## config.mk

```make
export PLATFORM = sky130hd
export DESIGN_NAME = ysyx_bus_arb
export DESIGN_NICKNAME = d
export VERILOG_FILES = /design/src/rtl/ysyx_bus_pkg.sv /design/src/rtl/ysyx_bus_arb.sv
export SDC_FILE = /design/constraint.sdc
export NUM_CORES = 1
export LEC_CHECK = 0
export CAP_MARGIN = 20
export CORE_AREA = 2 2 277 279
export DETAILED_ROUTE_END_ITERATION = 8
export DIE_AREA = 0 0 279 281
export GPL_TIMING_DRIVEN = 0
export PLACE_DENSITY = 0.35
export SLEW_MARGIN = 40
export SYNTH_ARGS = -nofsm -noshare
export SYNTH_HDL_FRONTEND = slang
export SYNTH_SLANG_ARGS = --single-unit
export TNS_END_PERCENT = 20
```

## constraint.sdc

```tcl
create_clock -name clock -period 2.4 [get_ports clock]
set_input_delay 0.24 -clock clock [delete_from_list [all_inputs] [get_ports clock]]
set_output_delay 0.24 -clock clock [all_outputs]
set_load 0.01 [all_outputs]
```

## src/rtl/ysyx_bus_pkg.sv

```systemverilog
// Shared definitions for the L1 bus arbiter: FSM state encoding,
// AXI burst-length width and the full-strobe constant.
// YSYX_XLEN supplies the address/data width; it defaults to 64 when the
// surrounding build does not provide it.

`ifndef YSYX_XLEN
`define YSYX_XLEN 64
`endif

package ysyx_bus_pkg;

   localparam int         AXLEN_W   = 8;
   localparam logic [7:0] STRB_FULL = 8'hff;

   typedef enum logic [2:0] {
      IDLE,
      I_AR,
      I_R,
      D_AR,
      D_R,
      D_W,
      D_B
   } bus_arb_state_e;

   // Identifies which read requester was granted most recently.
   typedef enum logic {
      SRC_I,
      SRC_D
   } bus_src_e;

endpackage

```

## src/rtl/ysyx_bus_arb.sv

```systemverilog
// ysyx_bus_arb: shares one simplified AXI4 master port between the L1
// instruction cache (reads only) and the L1 data cache (reads and writes).
// Only one transaction is outstanding at a time. Writes always win in IDLE.
// Build option YSYX_BUS_ARB_RR_EN: when defined, contested reads alternate
// round-robin between I and D; when undefined, a D read beats an I read.

module ysyx_bus_arb
   import ysyx_bus_pkg::*;
#(
   parameter int XLEN      = `YSYX_XLEN,
   parameter int L1I_BEATS = 4,
   parameter int L1D_BEATS = 1
) (
   input  logic               clock,
   input  logic               reset,
   // instruction-cache refill port
   input  logic               l1i_arvalid,
   input  logic [XLEN-1:0]    l1i_araddr,
   output logic               l1i_rready,
   output logic               l1i_rvalid,
   output logic [XLEN-1:0]    l1i_rdata,
   output logic               l1i_rlast,
   // data-cache load/store port
   input  logic               l1d_arvalid,
   input  logic [XLEN-1:0]    l1d_araddr,
   input  logic [7:0]         l1d_rstrb,
   output logic               l1d_rready,
   output logic               l1d_rvalid,
   output logic [XLEN-1:0]    l1d_rdata,
   output logic               l1d_rlast,
   input  logic               l1d_awvalid,
   input  logic [XLEN-1:0]    l1d_awaddr,
   input  logic               l1d_wvalid,
   input  logic [XLEN-1:0]    l1d_wdata,
   input  logic [7:0]         l1d_wstrb,
   output logic               l1d_wready,
   // downstream AXI master
   output logic               mem_arvalid,
   input  logic               mem_arready,
   output logic [XLEN-1:0]    mem_araddr,
   output logic [AXLEN_W-1:0] mem_arlen,
   output logic [7:0]         mem_arstrb,
   input  logic               mem_rvalid,
   output logic               mem_rready,
   input  logic [XLEN-1:0]    mem_rdata,
   input  logic               mem_rlast,
   output logic               mem_awvalid,
   input  logic               mem_awready,
   output logic [XLEN-1:0]    mem_awaddr,
   output logic               mem_wvalid,
   input  logic               mem_wready,
   output logic [XLEN-1:0]    mem_wdata,
   output logic [7:0]         mem_wstrb,
   input  logic               mem_bvalid,
   output logic               mem_bready
);

   bus_arb_state_e state;
`ifdef YSYX_BUS_ARB_RR_EN
   bus_src_e       rr_last;
`endif

   logic wr_req;
   logic grant_i;
   logic grant_d;
   logic aw_done;
   logic w_done;

   // Arbitration and write-handshake bookkeeping for the current cycle.
   // NOTE: every always_comb output gets a default first so no latch is inferred.
   always_comb begin
      // The write is masked during its own completion pulse so a requester
      // that drops valid one cycle late is not issued twice.
      wr_req  = l1d_awvalid & l1d_wvalid & ~l1d_wready;
      grant_i = 1'b0;
      grant_d = 1'b0;
      if (!wr_req) begin
`ifdef YSYX_BUS_ARB_RR_EN
         grant_i = l1i_arvalid & (~l1d_arvalid | (rr_last == SRC_D));
`else
         grant_i = l1i_arvalid & ~l1d_arvalid;
`endif
         grant_d = l1d_arvalid & ~grant_i;
      end
      aw_done = ~mem_awvalid | mem_awready;
      w_done  = ~mem_wvalid  | mem_wready;
   end

   // Forward each read beat straight to the granted port only.
   always_comb begin
      l1i_rdata  = mem_rdata;
      l1d_rdata  = mem_rdata;
      l1i_rvalid = 1'b0;
      l1i_rlast  = 1'b0;
      l1d_rvalid = 1'b0;
      l1d_rlast  = 1'b0;
      if (state == I_R) begin
         l1i_rvalid = mem_rvalid;
         l1i_rlast  = mem_rvalid & mem_rlast;
      end
      if (state == D_R) begin
         l1d_rvalid = mem_rvalid;
         l1d_rlast  = mem_rvalid & mem_rlast;
      end
   end

   // Transaction FSM with registered handshake outputs and latched request.
   // NOTE: state and registered outputs use non-blocking assignments only.
   always_ff @(posedge clock) begin
      if (reset) begin
         state       <= IDLE;
`ifdef YSYX_BUS_ARB_RR_EN
         rr_last     <= SRC_D;
`endif
         mem_arvalid <= 1'b0;
         mem_araddr  <= '0;
         mem_arlen   <= '0;
         mem_arstrb  <= '0;
         mem_rready  <= 1'b0;
         mem_awvalid <= 1'b0;
         mem_awaddr  <= '0;
         mem_wvalid  <= 1'b0;
         mem_wdata   <= '0;
         mem_wstrb   <= '0;
         mem_bready  <= 1'b0;
         l1i_rready  <= 1'b0;
         l1d_rready  <= 1'b0;
         l1d_wready  <= 1'b0;
      end else begin
         l1i_rready <= 1'b0;
         l1d_rready <= 1'b0;
         l1d_wready <= 1'b0;
         case (state)
            IDLE: begin
               if (wr_req) begin
                  state       <= D_W;
                  mem_awvalid <= 1'b1;
                  mem_wvalid  <= 1'b1;
                  mem_awaddr  <= l1d_awaddr;
                  mem_wdata   <= l1d_wdata;
                  mem_wstrb   <= l1d_wstrb;
               end else if (grant_i) begin
                  state       <= I_AR;
                  mem_arvalid <= 1'b1;
                  mem_araddr  <= l1i_araddr;
                  mem_arlen   <= AXLEN_W'(L1I_BEATS - 1);
                  mem_arstrb  <= STRB_FULL;
`ifdef YSYX_BUS_ARB_RR_EN
                  rr_last     <= SRC_I;
`endif
               end else if (grant_d) begin
                  state       <= D_AR;
                  mem_arvalid <= 1'b1;
                  mem_araddr  <= l1d_araddr;
                  mem_arlen   <= AXLEN_W'(L1D_BEATS - 1);
                  mem_arstrb  <= l1d_rstrb;
`ifdef YSYX_BUS_ARB_RR_EN
                  rr_last     <= SRC_D;
`endif
               end
            end
            I_AR: begin
               if (mem_arready) begin
                  state       <= I_R;
                  mem_arvalid <= 1'b0;
                  mem_rready  <= 1'b1;
                  l1i_rready  <= 1'b1;
               end
            end
            D_AR: begin
               if (mem_arready) begin
                  state       <= D_R;
                  mem_arvalid <= 1'b0;
                  mem_rready  <= 1'b1;
                  l1d_rready  <= 1'b1;
               end
            end
            I_R, D_R: begin
               if (mem_rvalid && mem_rlast) begin
                  state      <= IDLE;
                  mem_rready <= 1'b0;
               end
            end
            D_W: begin
               if (mem_awready) mem_awvalid <= 1'b0;
               if (mem_wready)  mem_wvalid  <= 1'b0;
               if (aw_done && w_done) begin
                  state      <= D_B;
                  mem_bready <= 1'b1;
               end
            end
            D_B: begin
               if (mem_bvalid) begin
                  state      <= IDLE;
                  mem_bready <= 1'b0;
                  l1d_wready <= 1'b1;
               end
            end
            default: state <= IDLE;
         endcase
      end
   end

`ifndef SYNTHESIS
   logic [AXLEN_W-1:0] beat_cnt;

   // Cross-check that rlast arrives on the beat implied by arlen.
   always_ff @(posedge clock) begin
      if (reset || state == I_AR || state == D_AR) begin
         beat_cnt <= '0;
      end else if (mem_rvalid && mem_rready) begin
         beat_cnt <= beat_cnt + AXLEN_W'(1);
         if (mem_rlast) assert (beat_cnt == mem_arlen);
      end
   end
`endif

endmodule

```

Word-level counts from Yosys, hierarchy flattened
Cells that the tools add are included.

storage, ports and cells
  bits in registers = 227
  latch bits = 0
  memory bits (writable) = 0
  bits in read-only memories = 0
  input bits = 348
  memories kept = 0

operators by class
  $add $sub $neg = 0
  multiply operators = 0
  divide/modulo/power cells = 0
  order comparisons = 0
  equal/unequal tests = 18
  shifts and indexed selects = 0
  multiplexer cells = 39
  bitwise operators = 16
  reduce and logical (&&, ||, !) cells = 21

operator list
  operator                                                               count
  64-bit two-way mux                                                     2
  8-bit two-way mux                                                      4
  3-bit two-way mux                                                      8
  1-bit two-way mux                                                      19
  2-bit != test, second input constant                                   9
  3-bit case mux with 6 select lines                                     1
  3-bit AND reduction                                                    5
  1-bit case mux with 2 select lines                                     5
  2-bit nonzero test                                                     5
  2-bit OR reduction                                                     5
  3-bit equality test, second input constant                             3
  1-bit inverter                                                         9
  3-bit by 2-bit equality test with 1-bit output, second input constant  2
  6-bit AND reduction                                                    1
  1-bit bitwise AND                                                      5
  4-bit != test, second input constant                                   1
  4-bit AND reduction                                                    1
  3-bit by 1-bit equality test with 1-bit output, second input constant  1
  3-bit logical NOT                                                      1
  3-bit != test, second input constant                                   1
  1-bit logical AND                                                      2
  2-bit by 1-bit != test with 1-bit output, second input constant        1
  1-bit bitwise OR                                                       2
  2-bit AND reduction                                                    1

Logic depth before layout (Yosys ltp)
Gate-level depths: netlist (run 1).

  word-level depth = 9
  gate-level depth with buffers = 9
  gate-level depth less buffers = 5

Worst setup path before layout (run 1)
No wires, ideal clock.

  path kind = register -> register
  start = reg state[2]
  end = reg mem_awaddr[0]
  library setup time = 0.132 ns
  arrival time = 1.660 ns
  path slack = 0.608 ns
  stages on the path, launching flop included = 10
  buffers on the path = 5
  cell sequence = dfxtp_1 -> buf_2 -> or3_1 -> buf_2 -> or2_1 -> buf_2 -> buf_6 -> buf_6 -> nand2_1 -> a21oi_1

on the way
  longest elaborated chain between the ends = 2

ends and longest elaborated chain
  item                           RTL line             source
  start: declaration             ysyx_bus_arb.sv:58   bus_arb_state_e state;
  start signal: assignment       ysyx_bus_arb.sv:111  state <= IDLE;
  start signal: assignment       ysyx_bus_arb.sv:136  state <= D_W;
  start signal: assignment       ysyx_bus_arb.sv:143  state <= I_AR;
  3-bit logical NOT              ysyx_bus_arb.sv:133  case (state)
  2-bit AND reduction (no line)  n/a
  end signal: assignment         ysyx_bus_arb.sv:139  mem_awaddr <= l1d_awaddr;
  end: declaration               ysyx_bus_arb.sv:49   output logic [XLEN-1:0] mem_awaddr,

No other way between the ends.
A chain may end at the register's enable or synchronous reset.

Worst setup path after layout (run 1)
  start = reg state[2]
  end = reg mem_awaddr[19]

The elaborated chain is that of the path after synthesis.

==> results of run 1 <==
==> layer usage <==
layer	routed length, µm	track usage [%]
met1	17700	12.1
met2	26200	22.8
met3	5400	5.59
met4	994	2.63
met5	124	0
==> registers in the layout, summed over array words and instances, names as in the netlist, 3 cells and up <==
register    flops
mem_araddr     64
mem_arstrb      8
mem_awaddr     64
mem_wdata      64
mem_wstrb       8
state           3
==> Yosys cell counts (all sizes together) (2+ instances only) <==
library cell	number	area, µm²
nor2b	3	18.8
a211oi	64	716
inv	6	22.5
a21oi	144	721
nand2	279	1050
o22ai	9	56.3
nand2b	2	12.5
or2	2	12.5
nor2	84	318
buf	176	1300
or3	2	12.5
nor3	6	41.3
clkbuf	38	143
mux2i	65	651
a31oi	2	12.5
and2	3	18.8
o21ai	3	15.0
dfxtp	220	4400
==> where the power goes <==
part / switching (µW) / internal, µW / total [µW]
registers: 392 / 4390 / 4780
logic: 3000 / 2950 / 5960
clock network: 1810 / 2810 / 4620
==> final cells by class <==
class / instances / area, µm² / share of cell area, %
clock inverter: 8 / 130 / 0.713
inverter: 6 / 22.5 / 0.123
multi-input combinational: 684 / 3770 / 20.6
buffer: 214 / 1460 / 8.02
timing repair buffer: 633 / 6330 / 34.7
clock buffer: 47 / 875 / 4.80
sequential: 220 / 4400 / 24.1
tap: 978 / 1220 / 6.71
antenna: 8 / 20.0 / 0.110
==> worst max-delay path by stage <==
stage / endpoint / start / slack, ps
after floorplan: mem_awaddr[0] / state[2] / 610
after global placement: mem_araddr[37] / l1d_wvalid / -430
after detailed placement: mem_araddr[21] / l1d_wvalid / -160
after CTS: l1i_rvalid / state[1] / 40
after global routing: mem_wdata[51] / state[0] / 5
final: mem_awaddr[19] / state[2] / 200
==> worst max-delay path, stage by stage (launching register included) <==
cell	delay [ps]
dfxtp_1	290
buf_2	180
or3_1	370
buf_2	190
nor2_2	280
buf_4	300
buf_2	270
nand2_1	80
a21oi_1	130
==> logic make-up (layout without fill, tap and decap cells) <==
| logic type | after synthesis | in the layout |
|---|---|---|
| buf+inv | 220 | 908 |
| other cells | 1 | 14 |
| simple gates | 387 | 387 |
| flops | 220 | 220 |
| mux | 65 | 65 |
| compound gates | 226 | 226 |
==> through the flow <==
stage / power (µW) / TNS, ps / hold slack [ps] / instances
detailed placement: 10900 / -2030 / 447 / 2735
CTS: 15800 / 0 / 149 / 2790
global route: 16300 / 0 / 180 / 2792
floorplan: 7680 / 0 / 360 / 1124
global placement: 10900 / -8770 / 442 / 2735
finish: 15400 / 0 / 208 / 2798
==> reports/qor.csv, run 1 <==
metric;value;unit
Clock Skews;14.4;ps
Final Hold Viols;0;
PnR worst setup slack;202;ps
Layout area overhead;89.9;%
Pwr Density;842;nW/µm²
CP startpoint kind;flip-flop;
Num CTS Buffers;30;
Yosys Warn Count;0;
ys async rst share;0;%
share of post-route cells with drive strength above 1;15.5;%
clock insertion delay at the later pin of the skew report;580;ps
Tmin final;2200;ps
post-synthesis mux area share;6.78;%
hold-critical path depth;3;
HPWL after detailed placement;41300;µm
GR Overflow Total;0;
Synth Area in Adders;0;%
first-pass GRT wire length;70000;µm
Post-CTS Setup Bufs;0;
commonest cells after routing, fill and taps aside;clkdlybuf4s50_1 (629), nand2_1 (279), dfxtp_1 (220), buf_4 (144), a21oi_1 (144);
Post-Syn Instances;1119;
Crit path arrival time;2690;ps
post-layout util;24.2;%
die area;78400;µm²
clock buffer depth;3;
Leak;0.00697;µW
Total Wirelength;50400;µm
pins over their slew limit;0;
setup violators final;0;
post-synthesis compound-gate area fraction;16.2;%
Mean Syn Cell Area;8.58;µm²
Post-Synth Simple-Gate Area;15.9;%
Finished Cell Area;18200;µm²
IO buf count;633;
Final Wtd Congestion;0.761;
drt drc;0;
ys flop type;dfxtp_1;
Starting Density;12.7;%
Final Cycle Share;91.6;%
largest family of logic cells by synthesized area;compound AO/OA/AOI/OAI gates;
initial antenna violation count;17;
CP Max Fanout;10;
hold_sp;l1d_wstrb[6];
pin count of the biggest net entering global routing;16;
Starting DRT DRC Count;290;
via count;9916;
peak supply drop;502;µV
Setup WS pre-CTS;-158;ps
CTS Hold Bufs;0;
WS Path Type;flip-flop to flip-flop;
Seq/Total Area, Yosys;45.9;%
filler instances;8225;
vias in the first global route;10056;
#FFs+latches synth;220;
Top-Level Pins;704;
Clock transition at path regs;60;ps
# nets final;2137;
Worst Hold Class;input pin to flip-flop;
reg2reg path depth;8;
Tot GR Track Use;12.1;%
outcome;finished, final reports clean;
Pre-antenna DRT Iters;4;
post-CTS sizing;10;
Setup crit end kind;flip-flop;
Via density;3.54;
worst r2r dst;mem_awaddr[19];
placed cell areas;17200;µm²
Synth cell types;36;
Synth Area in XOR/XNOR;0;%
Wirelength per Cell;18.0;µm
core area;75400;µm²
max cap viols;0;
Rel. slew slack;47.4;%
Die W;279;µm
CTS tree;done;
WHS Endpoint;mem_wstrb[6];
unrepaired setup endpoints after global routing;false;
Detail Route Antenna Nets;0;
row cnt;101;
Post-Syn Area;9600;µm²
H-tree depth;1;
top achievable clock speed;455;MHz
commonest non-fill, non-tap cell in the layout;clkdlybuf4s50_1;
Worst-Margin Slew;789;ps
root buf cell;clkbuf_16;
worst endpoint required time;2890;ps
FF-to-FF Start;state[2];
EDFF count, synth;0;
Die Height;281;µm
setup slack, reg-to-reg;200;ps
clock sink count;220;
No activity file was read; power rests on OpenSTA's default activity.
==> run 2: changes to the inputs <==
--- a/config.mk
+++ b/config.mk
@@ -10,6 +10,7 @@
 export DETAILED_ROUTE_END_ITERATION = 8
 export DIE_AREA = 0 0 279 281
 export GPL_TIMING_DRIVEN = 0
+export HOLD_SLACK_MARGIN = 0.06
 export PLACE_DENSITY = 0.35
 export SLEW_MARGIN = 40
 export SYNTH_ARGS = -nofsm -noshare
==> results of run 2 <==
No change in the layout: final DEF, timing and power equal those of run 1.
==> run 3: changes to the inputs <==
==> constraint.sdc (replaced) <==
create_clock -name clock -period 2.4 [get_ports clock]
set_input_delay 0.72 -clock clock [delete_from_list [all_inputs] [get_ports clock]]
set_output_delay 0.72 -clock clock [all_outputs]
set_load 0.01 [all_outputs]
==> reports/qor.csv, run 3 (synthesized netlist as in run 1, its figures left out) <==
metric;value;unit;change
outcome;finished, final reports clean;;unchanged
Detail Route Antenna Nets;0;;unchanged
worst endpoint required time;1680;ps;was 2890 ps
Final Wtd Congestion;0.761;;unchanged
first-pass GRT wire length;70200;µm;was 70000 µm
Rel. slew slack;47.6;%;was 47.4%
Setup crit start;state[1];;was state[2]
die area;78400;µm²;unchanged
via count;9917;;was 9916
top achievable clock speed;425;MHz;was 455 MHz
initial antenna violation count;18;;was 17
placed cell areas;17200;µm²;unchanged
Final Cycle Share;98.1;%;was 91.6%
Layout area overhead;90.4;%;was 89.9%
row cnt;101;;unchanged
Die Height;281;µm;unchanged
clock insertion delay at the later pin of the skew report;580;ps;about the same
vias in the first global route;10069;;was 10056
Worst-Margin Slew;786;ps;was 789 ps
# nets final;2140;;was 2137
Starting DRT DRC Count;282;;was 290
Total Wirelength;50500;µm;was 50400 µm
Tot GR Track Use;12.1;%;about the same
HPWL after detailed placement;41300;µm;unchanged
clock sink count;220;;unchanged
commonest non-fill, non-tap cell in the layout;clkdlybuf4s50_1;;unchanged
IO buf count;633;;unchanged
share of post-route cells with drive strength above 1;16.1;%;was 15.5%
commonest cells after routing, fill and taps aside;clkdlybuf4s50_1 (626), nand2_1 (278), dfxtp_1 (217), buf_4 (149), a21oi_1 (144);;was clkdlybuf4s50_1 (629), nand2_1 (279), dfxtp_1 (220), buf_4 (144), a21oi_1 (144)
filler instances;8219;;was 8225
clock buffer depth;3;;unchanged
Wirelength per Cell;18.0;µm;about the same
top flop regs;mem_araddr (64), mem_awaddr (64), mem_wdata (64);;unchanged
unrepaired setup endpoints after global routing;true;;was false
max cap viols;0;;unchanged
drt drc;0;;unchanged
Num CTS Buffers;30;;unchanged
hold_sp;mem_awaddr[17];;was l1d_wstrb[6]
FF-to-FF Start;state[2];;unchanged
Pwr Density;844;nW/µm²;was 842 nW/µm²
WS Path Type;flip-flop to primary output;;was flip-flop to flip-flop
Leak;0.00697;µW;about the same
H-tree depth;1;;unchanged
Final Hold Viols;0;;unchanged
setup violators final;0;;unchanged
Tmin final;2360;ps;was 2200 ps
Finished Cell Area;18300;µm²;was 18200 µm²
GR Overflow Total;0;;unchanged
Clock transition at path regs;60;ps;about the same
Worst Hold Class;flip-flop to flip-flop;;was input pin to flip-flop
Via density;3.54;;about the same
post-layout util;24.2;%;about the same
CP Max Fanout;5;;was 10
Crit path arrival time;1640;ps;was 2690 ps
Starting Density;12.7;%;unchanged
CTS tree;done;;unchanged
core area;75400;µm²;unchanged
Top-Level Pins;704;;unchanged
Pre-antenna DRT Iters;4;;unchanged
peak supply drop;507;µV;was 502 µV
Die W;279;µm;unchanged
root buf cell;clkbuf_16;;unchanged
CP startpoint kind;flip-flop;;unchanged
pins over their slew limit;0;;unchanged
pin count of the biggest net entering global routing;16;;unchanged
Clock Skews;16.3;ps;was 14.4 ps
Setup crit end kind;primary output;;was flip-flop
==> run 3: cell count changes in the layout (fill, tap and decap cells not counted), sizes merged <==
cell / previous run / this run
buf: 176 / 182
clkbuf: 85 / 86
clkdlybuf4s50: 629 / 626
diode: 8 / 9
dlymetal6s2s: 1 / 0
==> run 3: where the power goes <==
| group | switching, µW | total, µW | internal, µW |
|---|---|---|---|
| Clock | 1810 | 4610 | 2810 |
| Sequential | 401 | 4800 | 4400 |
| Combinational | 3020 | 6020 | 3000 |
==> run 3: layout make-up <==
class / instances / area, µm² / share of cell area, %
Timing Repair Buffer: 636 / 6340 / 34.7
Buffer: 214 / 1470 / 8.06
Inverter: 6 / 22.5 / 0.123
Clock inverter: 8 / 130 / 0.712
Tap cell: 978 / 1220 / 6.69
Multi-Input combinational cell: 684 / 3790 / 20.7
Sequential cell: 220 / 4410 / 24.1
Antenna cell: 9 / 22.5 / 0.123
Clock buffer: 47 / 875 / 4.78
==> run 3: final timing paths <==
kind,end,slack [ps],cells past startpoint
setup reg to reg,mem_wdata[8],170,8
hold reg to reg,mem_awaddr[17],450,2
setup / recovery,l1i_rlast,40,5
hold / removal,mem_awaddr[17],450,2
==> run 3: routing by layer <==
metal	routed length [µm]	share of wire, %	GRT usage (%)	vias up
met4	997	2.0	2.63	18
met3	5280	10	5.57	64
met2	26200	52	22.8	399
li1	-	-	-	4932
met1	17900	35	12.1	4504
met5	119	0.24	0	-
==> run 3: metrics by stage <==
step	setup TNS [ps]	power (µW)	worst slack [ps]	cells	hold slack, ps
final	0	15400	44.8	2802	450
after global placement	-104320	10900	-914	2735	442
after global routing	-52.0	16400	-49.9	2796	469
after detailed placement	-80900	10900	-704	2735	447
after CTS	-81.1	15800	-81.1	2792	455
after floorplan	0	7680	376	1124	481
==> run 3: critical path: stages, from the launching register on <==
cell,delay [ps]
dfxtp_2,360
buf_8,120
nand2_2,60
nor3_4,210
and2_4,170
buf_4,120
==> run 3: what timing repair did <==
action	4_1_cts	5_1_grt
hold buffers	0	0
setup buffers	2	1
pin swaps	2	1
resized for setup	33	11
endpoints found under the setup margin	39	37
